File: config.mk
export PLATFORM = sky130hd
export DESIGN_NAME = param_ram
export DESIGN_NICKNAME = d
export VERILOG_FILES = /design/src/rtl/ram_pkg.sv /design/src/rtl/ram_clear_fsm.sv /design/src/rtl/param_ram.sv
export SDC_FILE = /design/constraint.sdc
export NUM_CORES = 1
export LEC_CHECK = 0
export CAP_MARGIN = 0
export CORE_ASPECT_RATIO = 0.5
export CORE_MARGIN = 2
export CORE_UTILIZATION = 30
export DETAILED_ROUTE_END_ITERATION = 6
export SLEW_MARGIN = 40
export SYNTH_ARGS = -nofsm -noshare
export SYNTH_HDL_FRONTEND = slang
export SYNTH_SLANG_ARGS = --single-unit
File: constraint.sdc
create_clock -name clk -period 6.4 [get_ports clk]
set_input_delay 0.96 -clock clk [delete_from_list [all_inputs] [get_ports clk]]
set_output_delay 0.96 -clock clk [all_outputs]
set_load 0.02 [all_outputs]
File: src/rtl/ram_pkg.sv
// Shared constants and sweep-state encoding for the zero-fill RAM.
// Default geometry used by param_ram when no parameters are overridden.
package ram_pkg;

   localparam int DATA_W_DEF = 8;
   localparam int ADDR_W_DEF = 6;

   typedef enum logic {
      IDLE  = 1'b0,
      CLEAR = 1'b1
   } ramState_t;

endpackage

File: src/rtl/ram_clear_fsm.sv
// Zero-fill sweep controller: walks clrPtr over every address once per sweep
// and raises busy/clrWrite for exactly DEPTH cycles; clear restarts the sweep.
module ram_clear_fsm
   import ram_pkg::*;
#(
   parameter int ADDR_W = ADDR_W_DEF
) (
   input  logic              clk,
   input  logic              Reset,
   input  logic              clear,
   output logic              busy,
   output logic              clrWrite,
   output logic [ADDR_W-1:0] clrPtr
);

   localparam logic [ADDR_W-1:0] LAST_ADDR = {ADDR_W{1'b1}};

   ramState_t state;

   // Reset parks the controller at the start of a sweep so release begins a full fill.
   always_ff @(posedge clk or posedge Reset) begin
      if (Reset) begin
         state    <= CLEAR;
         clrPtr   <= '0;
         busy     <= 1'b1;
         clrWrite <= 1'b1;
      end else begin
         case (state)
            IDLE: begin
               if (clear) begin
                  state    <= CLEAR;
                  clrPtr   <= '0;
                  busy     <= 1'b1;
                  clrWrite <= 1'b1;
               end
            end
            CLEAR: begin
               if (clear) begin
                  clrPtr <= '0;
               end else if (clrPtr == LAST_ADDR) begin
                  state    <= IDLE;
                  clrPtr   <= '0;
                  busy     <= 1'b0;
                  clrWrite <= 1'b0;
               end else begin
                  clrPtr <= clrPtr + 1'b1;
               end
            end
            default: begin
               state    <= CLEAR;
               clrPtr   <= '0;
               busy     <= 1'b1;
               clrWrite <= 1'b1;
            end
         endcase
      end
   end

endmodule

File: src/rtl/param_ram.sv
// Parameterized single-clock RAM with registered read and a zero-fill sweep.
// Define RAM_BYPASS_EN to return new data on same-address read-during-write.
module param_ram
   import ram_pkg::*;
#(
   parameter int DATA_W = DATA_W_DEF,
   parameter int ADDR_W = ADDR_W_DEF
) (
   input  logic              clk,
   input  logic              Reset,
   input  logic              clear,
   input  logic              writeEnable,
   input  logic [ADDR_W-1:0] writeAddress,
   input  logic [DATA_W-1:0] writeData,
   input  logic              readEn,
   input  logic [ADDR_W-1:0] readAddress,
   output logic [DATA_W-1:0] ReadData,
   output logic              readValid,
   output logic              busy
);

   localparam int DEPTH = 1 << ADDR_W;

   logic [DATA_W-1:0] mem [DEPTH];
   logic              clrWrite;
   logic [ADDR_W-1:0] clrPtr;
   logic              wrAccept;
   logic              rdAccept;
   logic [DATA_W-1:0] rdWord;

   ram_clear_fsm #(
      .ADDR_W (ADDR_W)
   ) clearFsm (
      .clk      (clk),
      .Reset    (Reset),
      .clear    (clear),
      .busy     (busy),
      .clrWrite (clrWrite),
      .clrPtr   (clrPtr)
   );

   // A clear request in IDLE wins over a same-cycle write.
   assign wrAccept = writeEnable & ~busy & ~clear;
   assign rdAccept = readEn & ~busy;

`ifdef RAM_BYPASS_EN
   assign rdWord = (wrAccept && (writeAddress == readAddress)) ? writeData : mem[readAddress];
`else
   assign rdWord = mem[readAddress];
`endif

   always_ff @(posedge clk) begin
      if (clrWrite) begin
         mem[clrPtr] <= '0;
      end else if (wrAccept) begin
         mem[writeAddress] <= writeData;
      end
   end

   always_ff @(posedge clk or posedge Reset) begin
      if (Reset) begin
         ReadData  <= '0;
         readValid <= 1'b0;
      end else begin
         readValid <= rdAccept;
         if (rdAccept) begin
            ReadData <= rdWord;
         end
      end
   end

endmodule
== Word-level counts from Yosys, hierarchy flattened ==
Memories as Yosys holds them, arrays and structs flattened. A register that Yosys moved wholly into a read port is not among the register bits.
Index checks and enable logic that the tools add are counted.
Storage, ports and cells
  output and inout port bits: 10
  latch bits: 0
  register bits: 9
  memory bits (writable): 512
  memories: 1
  word-level logic and storage cells: 38
  input bits: 25
  ROM bits: 0
Operators by class
  equality and inequality tests: 4
  multiply operators: 0
  div/mod/pow operators: 0
  magnitude comparators: 0
  add/sub/neg operators: 1
  shift operators: 0
  muxes and demuxes: 20
  reduce and logical (&&, ||, !) cells: 2
  bitwise operators: 6
Memory list
  mem: words 64, bits a word 8, read ports 1, clocked after memory_dff 1, wr ports 1, line param_ram.sv:24  | logic [DATA_W-1:0] mem [DEPTH];
Operators by type and width (number)
  $mux 6: 4
  $mux 1: 12
  $pmux 6 s2: 1
  $mux 8: 1
  $reduce_or 8->1: 1
  $add 6x1->6 const B: 1
  $eq 6x6->1 const B: 1
  $ne 2x2->1 const B: 3
  $pmux 1 s2: 2
  $and 1x1->1: 3
  $not 1->1: 3
  $reduce_and 3->1: 1

== Longest topological paths before layout ==
Gate-level depths: netlist of the first run.
  word-level depth: 8
  gate-level depth with buffers: 8
  mapped depth without buffers: 6

== By module ==
A second synthesis of the first run with hierarchy kept.
Second synthesis, totals
  cells, all modules: 1073
  area total of the unflattened synthesis: 20961.4 um^2
Modules (own cells, without submodules)
  param_ram: cells each 1031, instances 1, area each 20561.0 um^2, sequential area each 15600.0 um^2
  ram_clear_fsm: cells each 42, instances 1, area each 400.4 um^2, sequential area each 202.7 um^2

== Least setup slack after synthesis of the first run ==
Ideal clock, no wire load.
  path kind: input port to flip-flop
  from: in clear
  to: mem mem[0][0] (netlist name), data pin
  stages: 5
  data arrival time: 2.637 ns
  library setup time: 0.367 ns
  data required time: 6.033 ns
  path slack: 3.396 ns
  path buffers: 3
  path through: buf_2 > nor3b_1 > buf_2 > clkbuf_1 > and2_1
Between the ends
  longest elaborated chain between the ends: 7
Ends and longest elaborated chain
  from (decl): line param_ram.sv:11  | input logic clear,
  $not 1->1: line param_ram.sv:43  | assign wrAccept = writeEnable & ~busy & ~clear;
  $and 1x1->1: line param_ram.sv:43
  $mux 1: line param_ram.sv:55  | end else if (wrAccept) begin
  $mux 1: line param_ram.sv:53  | if (clrWrite) begin
  $mux 1 (not written as such): line param_ram.sv:56  | mem[writeAddress] <= writeData;
  $reduce_or 8->1 (no line)
  $mux 8 (no line)
  to (decl): line param_ram.sv:24
Every way passes these cells.

== Worst setup path in the final report of the first run ==
  from: in clear
  to: mem mem[27][6] (netlist name) (enable)
Between the ends
  longest elaborated chain between the ends: 7
  elaborated cells between the ends (all ways): 8
  classes of those cells: mux (5); bitwise (2); reduce/logical (1)
Ends and longest elaborated chain (line)
  $not 1->1 (*): param_ram.sv:43
  $and 1x1->1 (*): param_ram.sv:43
  $mux 1 (*): param_ram.sv:55
  $mux 1 (*): param_ram.sv:53
  $mux 1 (not written as such) (*): param_ram.sv:56
  $reduce_or 8->1 (no line)
  $mux 6 (no line) / $mux 1 (equally long branches)
Mark *: on every way between the ends. The rest lies on a longest branch, timed or not.

==> flow_summary.json, run 1 <==
{
  "total_power_mw": 7.34,
  "synth.most_common_cell": "edfxtp_1",
  "vdd_ir_drop_max_v": 0.000157,
  "tightest_slew_ns": 0.842,
  "ys_types": 58,
  "fin_setup_tns_ns": 0,
  "num-fill-cells": 6397,
  "grt_busiest_layer": "met2",
  "synth_area_leaders": "edfxtp_1 (73%), mux4_2 (10%), mux2i_1 (2.1%), dfrtp_1 (1.8%), mux2_2 (1.8%)",
  "placed_area_um2": 22200,
  "yosysSeqAreaShare": 0.753,
  "ctsResizeCount": 0,
  "clock-root-buffer": "clkbuf_16",
  "power.switching_mw": 1.49,
  "grt_pass1_wl_um": 69600,
  "regArea_um2": 15800,
  "crit_path_max_incr_delay_ns": 0.70,
  "p_leak_nw": 7.55,
  "synth_area_leader_cell": "edfxtp_1",
  "routabilityCongestion": 0.854,
  "path_max_fanout": 11,
  "p_sw_frac": 0.203,
  "die_x_um": 378,
  "synth_nets": 1095,
  "syn_area_um2": 21000,
  "drc": 0,
  "met1_usage": 0.176,
  "h-tree-depth": 2,
  "syn2layout_area_growth_pct": 14.7,
  "ios": 35,
  "cp_slowest_cell": "nor2_1",
  "drt_iter0_markers": 1112,
  "maxCapViolations": 0,
  "grt_pass1_vias": 10500,
  "maxSlewViolCount": 0,
  "cts_sinks": 529,
  "crit_chain": "clkdlybuf4s50_1 > or3b_1 > or3_1 > o21ai_0 > nand2_1 > nor2_1",
  "status": "finished clean",
  "finalCriticalPeriod_ns": 3.54,
  "fin_area_um2": 24100,
  "clockBufferDepth": 3,
  "required_ns": 6.60,
  "via_per_inst": 4.94,
  "met2_usage": 0.213,
  "powerDensity_nw_per_um2": 305,
  "post_cts_buffers": 0,
  "start_util": 0.304,
  "antenna_found_initial": 1,
  "startpoint_type": "input port",
  "setup_viol": 0,
  "synth_top_area_frac": 0.733,
  "detail-route-antenna-nets": 0,
  "hold_viol": 0,
  "cts_buffers": 51,
  "synth_edf_count": 512,
  "p_int_mw": 5.85,
  "clkLatencyLatePin_ns": 0.56,
  "async_flop_share": 0.0321,
  "cts_tree": "yes",
  "power.share.clock": 0.430,
  "synth_ff_type": "edfxtp_1",
  "stdcell_count": 2095,
  "path_class": "input port to register",
  "path_clk_slew_ns": 0.06,
  "synth_warnings": 0,
  "postCtsHoldBufs": 0,
  "multi_input_area_um2": 4790,
  "hpwl_um": 29200,
  "syn_area_per_cell_um2": 19.6,
  "post_drt_wl_per_cell_um": 22.6,
  "num_vias": 10400,
  "finalClockSkew_ns": 0.00972,
  "synth_commonest_cells": "edfxtp_1 (512), mux4_2 (93), nor2_1 (69)",
  "finalWirelength_um": 47300,
  "p_seq_frac": 0.520,
  "ys_ff_latch": 529,
  "p_comb_frac": 0.050,
  "dp_cells": 1997,
  "place_ws_ns": 2.35,
  "fin_nets": 1135,
  "gr-total-overflow": 0,
  "worst_ep_arrival_time_ns": 3.74,
  "grt.total_usage": 0.130,
  "die_height_um": 191,
  "period_share": 0.553,
  "fmax_mhz": 282,
  "dieArea_um2": 72200,
  "grtUsageMet3": 0.0267,
  "first_pass_iters": 5,
  "io_buffers": 34,
  "grt_max_degree": 70,
  "setup_ws_ns": 2.86,
  "syn_inst": 1069,
  "critPathCaptureType": "register",
  "core_um2": 69100,
  "fp-row-count": 68,
  "rsz0062_at_grt": "no",
  "max-slew-margin-rel": 0.437,
  "drive_above_1_share": 0.213,
  "worstHoldPathType": "register to register"
}
==> power by group through the flow <==
stage / clock network, mW / logic, mW / registers (mW)
floorplan: 0 / 0.227 / 3.89
global placement: 0 / 0.357 / 3.89
detailed placement: 0 / 0.364 / 3.89
CTS: 3.20 / 0.366 / 3.81
global route: 3.33 / 0.394 / 3.81
finish: 3.15 / 0.369 / 3.81
==> flip-flops by register name, summed over array words and instances (netlist names) <==
register,cells
mem,512
ReadData,8
clearFsm.clrPtr,6
clearFsm.clrWrite,1
clearFsm.state,1
readValid,1
==> through the flow <==
stage          hold slack, ns  utilization
2_1_floorplan           0.460            -
3_5_place_dp            0.507        0.321
4_1_cts                 0.521        0.347
6_report                0.518        0.348
3_3_place_gp            0.504        0.321
5_1_grt                 0.540        0.348
==> kinds of logic (layout without fill, tap and decap cells) <==
family | after synthesis | after routing | share of synthesized area
flops | 529 | 529 | 0.753
fa+ha+maj | 1 | 1 | 0.000596
buf+inv | 63 | 143 | 0.0204
other cells | 0 | 1 | 0
xor+xnor | 2 | 2 | 0.000835
compound gates | 118 | 118 | 0.0403
mux | 172 | 172 | 0.142
simple gates | 184 | 184 | 0.0428
==> placed cells by master, fill, tap and decap left out, types with 15 or more instances in the layout <==
cell,Yosys,routed
a211oi_1,16,16
a22oi_1,16,16
clkbuf_16,0,53
clkdlybuf4s50_1,0,31
dfrtp_1,15,15
edfxtp_1,512,512
mux2_2,33,33
mux2i_1,43,43
mux4_2,93,93
nand2_1,37,37
nor2_1,69,66
nor3_1,16,16
o22ai_1,33,33
==> worst max-delay path: cells and delay by family <==
family,cells,cell delay [ns]
buf+inv,1,0.60
compound gates,1,0.13
simple gates,4,2.04
==> routing by layer <==
metal / part of all wire / wire length, µm
met1: 0.43 / 20100
met2: 0.48 / 22700
met3: 0.070 / 3310
met4: 0.024 / 1120
met5: 0 / 0
==> final timing paths <==
check	from	to	slack, ns	cells past startpoint
min	ReadData[6]	ReadData[6]	0.52	2
min reg2reg	ReadData[6]	ReadData[6]	0.52	2
max	clear	mem[27][6]	2.86	6
max reg2reg	clearFsm.clrWrite	mem[27][6]	3.52	5
max in group asynchronous	Reset	clearFsm.clrPtr[1]	5.10	2
min in group asynchronous	Reset	ReadData[3]	0.83	2
==> area by class of cell <==
class                      count  share of cell area
clock buffer                  64              0.0581
multi-input combinational    477               0.199
tap                          945              0.0491
timing repair buffer          46              0.0212
sequential                   529               0.656
antenna                        1            0.000104
inverter                       4            0.000624
clock inverter                29              0.0156
(Power assumes the default switching activity.)
==> inputs of run 2 (changes only) <==
==> constraint.sdc (replaced) <==
create_clock -name clk -period 3.7 [get_ports clk]
set_input_delay 0.555 -clock clk [delete_from_list [all_inputs] [get_ports clk]]
set_output_delay 0.555 -clock clk [all_outputs]
set_load 0.02 [all_outputs]
==> run 2 against run 1 <==
  * Wire length grew 0.31%
  * Count of clock-buffer cells in the layout unchanged
  * Register-to-register slack lost 2.4 ns
  * Clock power grew 61%
  * Sequential share of layout area shrank 1.1 points
  * First-iteration DRC count decreased by 1.4%
  * Largest power group unchanged
==> flow_summary.json, run 2 (synthesis gave the netlist of run 1 again) <==
{
  "status": "finished clean",
  "p_comb_frac": 0.053,
  "gr-total-overflow": 0,
  "drt_iter0_markers": 1096,
  "post_cts_buffers": 0,
  "rrSetupSlack_ns": 1.10,
  "hold_viol": 0,
  "period_share": 0.771,
  "layout_commonest_cell": "edfxtp_1",
  "ctsResizeCount": 0,
  "stdcell_count": 2174,
  "vdd_ir_drop_max_v": 0.000297,
  "finalCriticalPeriod_ns": 2.85,
  "clkLatencyLatePin_ns": 0.60,
  "num-fill-cells": 6373,
  "detail-route-antenna-nets": 0,
  "p_seq_frac": 0.536,
  "ios": 35,
  "finish.utilization": 0.354,
  "postCtsHoldBufs": 0,
  "reg.largest.list": "mem x512, ReadData x8, clearFsm.clrPtr x6",
  "setup_viol": 0,
  "clockBufferDepth": 3,
  "power.switching_mw": 2.54,
  "drive_above_1_share": 0.252,
  "grt_pass1_wl_um": 70200,
  "largest_reg_flops": 512,
  "maxCapViolations": 0,
  "via_per_inst": 4.87,
  "fin_area_um2": 24500,
  "fin_setup_tns_ns": 0,
  "powerDensity_nw_per_um2": 503,
  "antenna_found_initial": 0,
  "core_um2": 69100,
  "dieArea_um2": 72200,
  "placed_area_um2": 22900,
  "total_power_mw": 12.3,
  "required_ns": 3.93,
  "fin_nets": 1216,
  "die_x_um": 378,
  "path_max_fanout": 20,
  "max-slew-margin-rel": 0.456,
  "post_drt_wl_per_cell_um": 21.8,
  "power.share.clock": 0.411,
  "hpwl_um": 30400,
  "cts_buffers": 51,
  "path_clk_slew_ns": 0.06,
  "maxSlewViolCount": 0,
  "p_sw_frac": 0.206,
  "die_height_um": 191,
  "syn2layout_area_growth_pct": 16.7,
  "final_cell_mix": "edfxtp_1 (512), mux4_2 (93), buf_4 (88), nor2_1 (69), clkbuf_16 (51)",
  "finalWirelength_um": 47400,
  "p_int_mw": 9.77,
  "io_buffers": 34,
  "h-tree-depth": 2,
  "grt_pass1_vias": 10600,
  "cts_sinks": 529,
  "tightest_slew_ns": 0.816,
  "clock-root-buffer": "clkbuf_16",
  "worst_ep_arrival_time_ns": 3.08,
  "drc": 0,
  "cts_tree": "yes",
  "dp_cells": 2082,
  "fp-row-count": 68,
  "grt.total_usage": 0.131,
  "rsz0062_at_grt": "no",
  "critPathCaptureType": "register",
  "finalClockSkew_ns": 0.0243,
  "start_util": 0.304,
  "worstHoldPathType": "input port to asynchronous set/reset pin",
  "top_register": "mem",
  "startpoint_type": "input port",
  "num_vias": 10600,
  "routabilityCongestion": 0.878,
  "fmax_mhz": 350,
  "first_pass_iters": 5,
  "grt_max_degree": 84,
  "path_class": "input port to register",
  "p_leak_nw": 7.89
}
## run 2: power by group through the flow
stage               Sequential (mW)  Clock (mW)  Combinational, mW
global route                   6.59        5.39              0.692
detailed placement             6.72           0              0.656
CTS                            6.59        5.16              0.656
floorplan                      6.73           0              0.392
global placement               6.72           0              0.646
finish                         6.60        5.07              0.651
## run 2: final cells by class
class                   count  area, µm²  area share
inverters                   4       15.0    0.000613
well taps                 945       1180      0.0483
repair buffers            127       1100      0.0450
multi-input cells         477       4770       0.195
clock buffers              64       1330      0.0541
flip-flops and latches    529      15800       0.646
diodes                      1       2.50    0.000102
clock inverters            27        279      0.0114
## run 2: worst max-delay path: stages
cell,delay (ns)
clkdlybuf4s50_1,0.62
nor3b_2,0.59
buf_4,0.33
mux2i_1,0.25
nand2b_1,0.14
nor2_1,0.59
## run 2: path summary, 6_finish.rpt
kind,startpoint,endpoint,depth (start not counted)
worst max-delay path,clear,mem[52][2],6
min in group clk,ReadData[7],ReadData[7],2
worst min-delay path,Reset,clearFsm.clrPtr[4],2
max in group asynchronous,Reset,clearFsm.clrPtr[0],2
worst max register to register,clearFsm.clrWrite,mem[52][2],5
worst min register to register,ReadData[7],ReadData[7],2
## run 2: per-stage QoR
step,hold WS (ns),setup WS [ns]
detailed placement,0.498,0.284
finish,0.391,0.846
floorplan,0.460,1.10
global route,0.438,0.673
global placement,0.498,0.429
CTS,0.393,0.933
## run 2: per-layer routing
metal  vias to the layer above  track usage  routed length (µm)
met5                         -            0                   0
met4                         0       0.0345                 817
met3                        66       0.0180                2600
met2                       359        0.218               23200
met1                      5539        0.181               20800
li1                       4629            -                   -
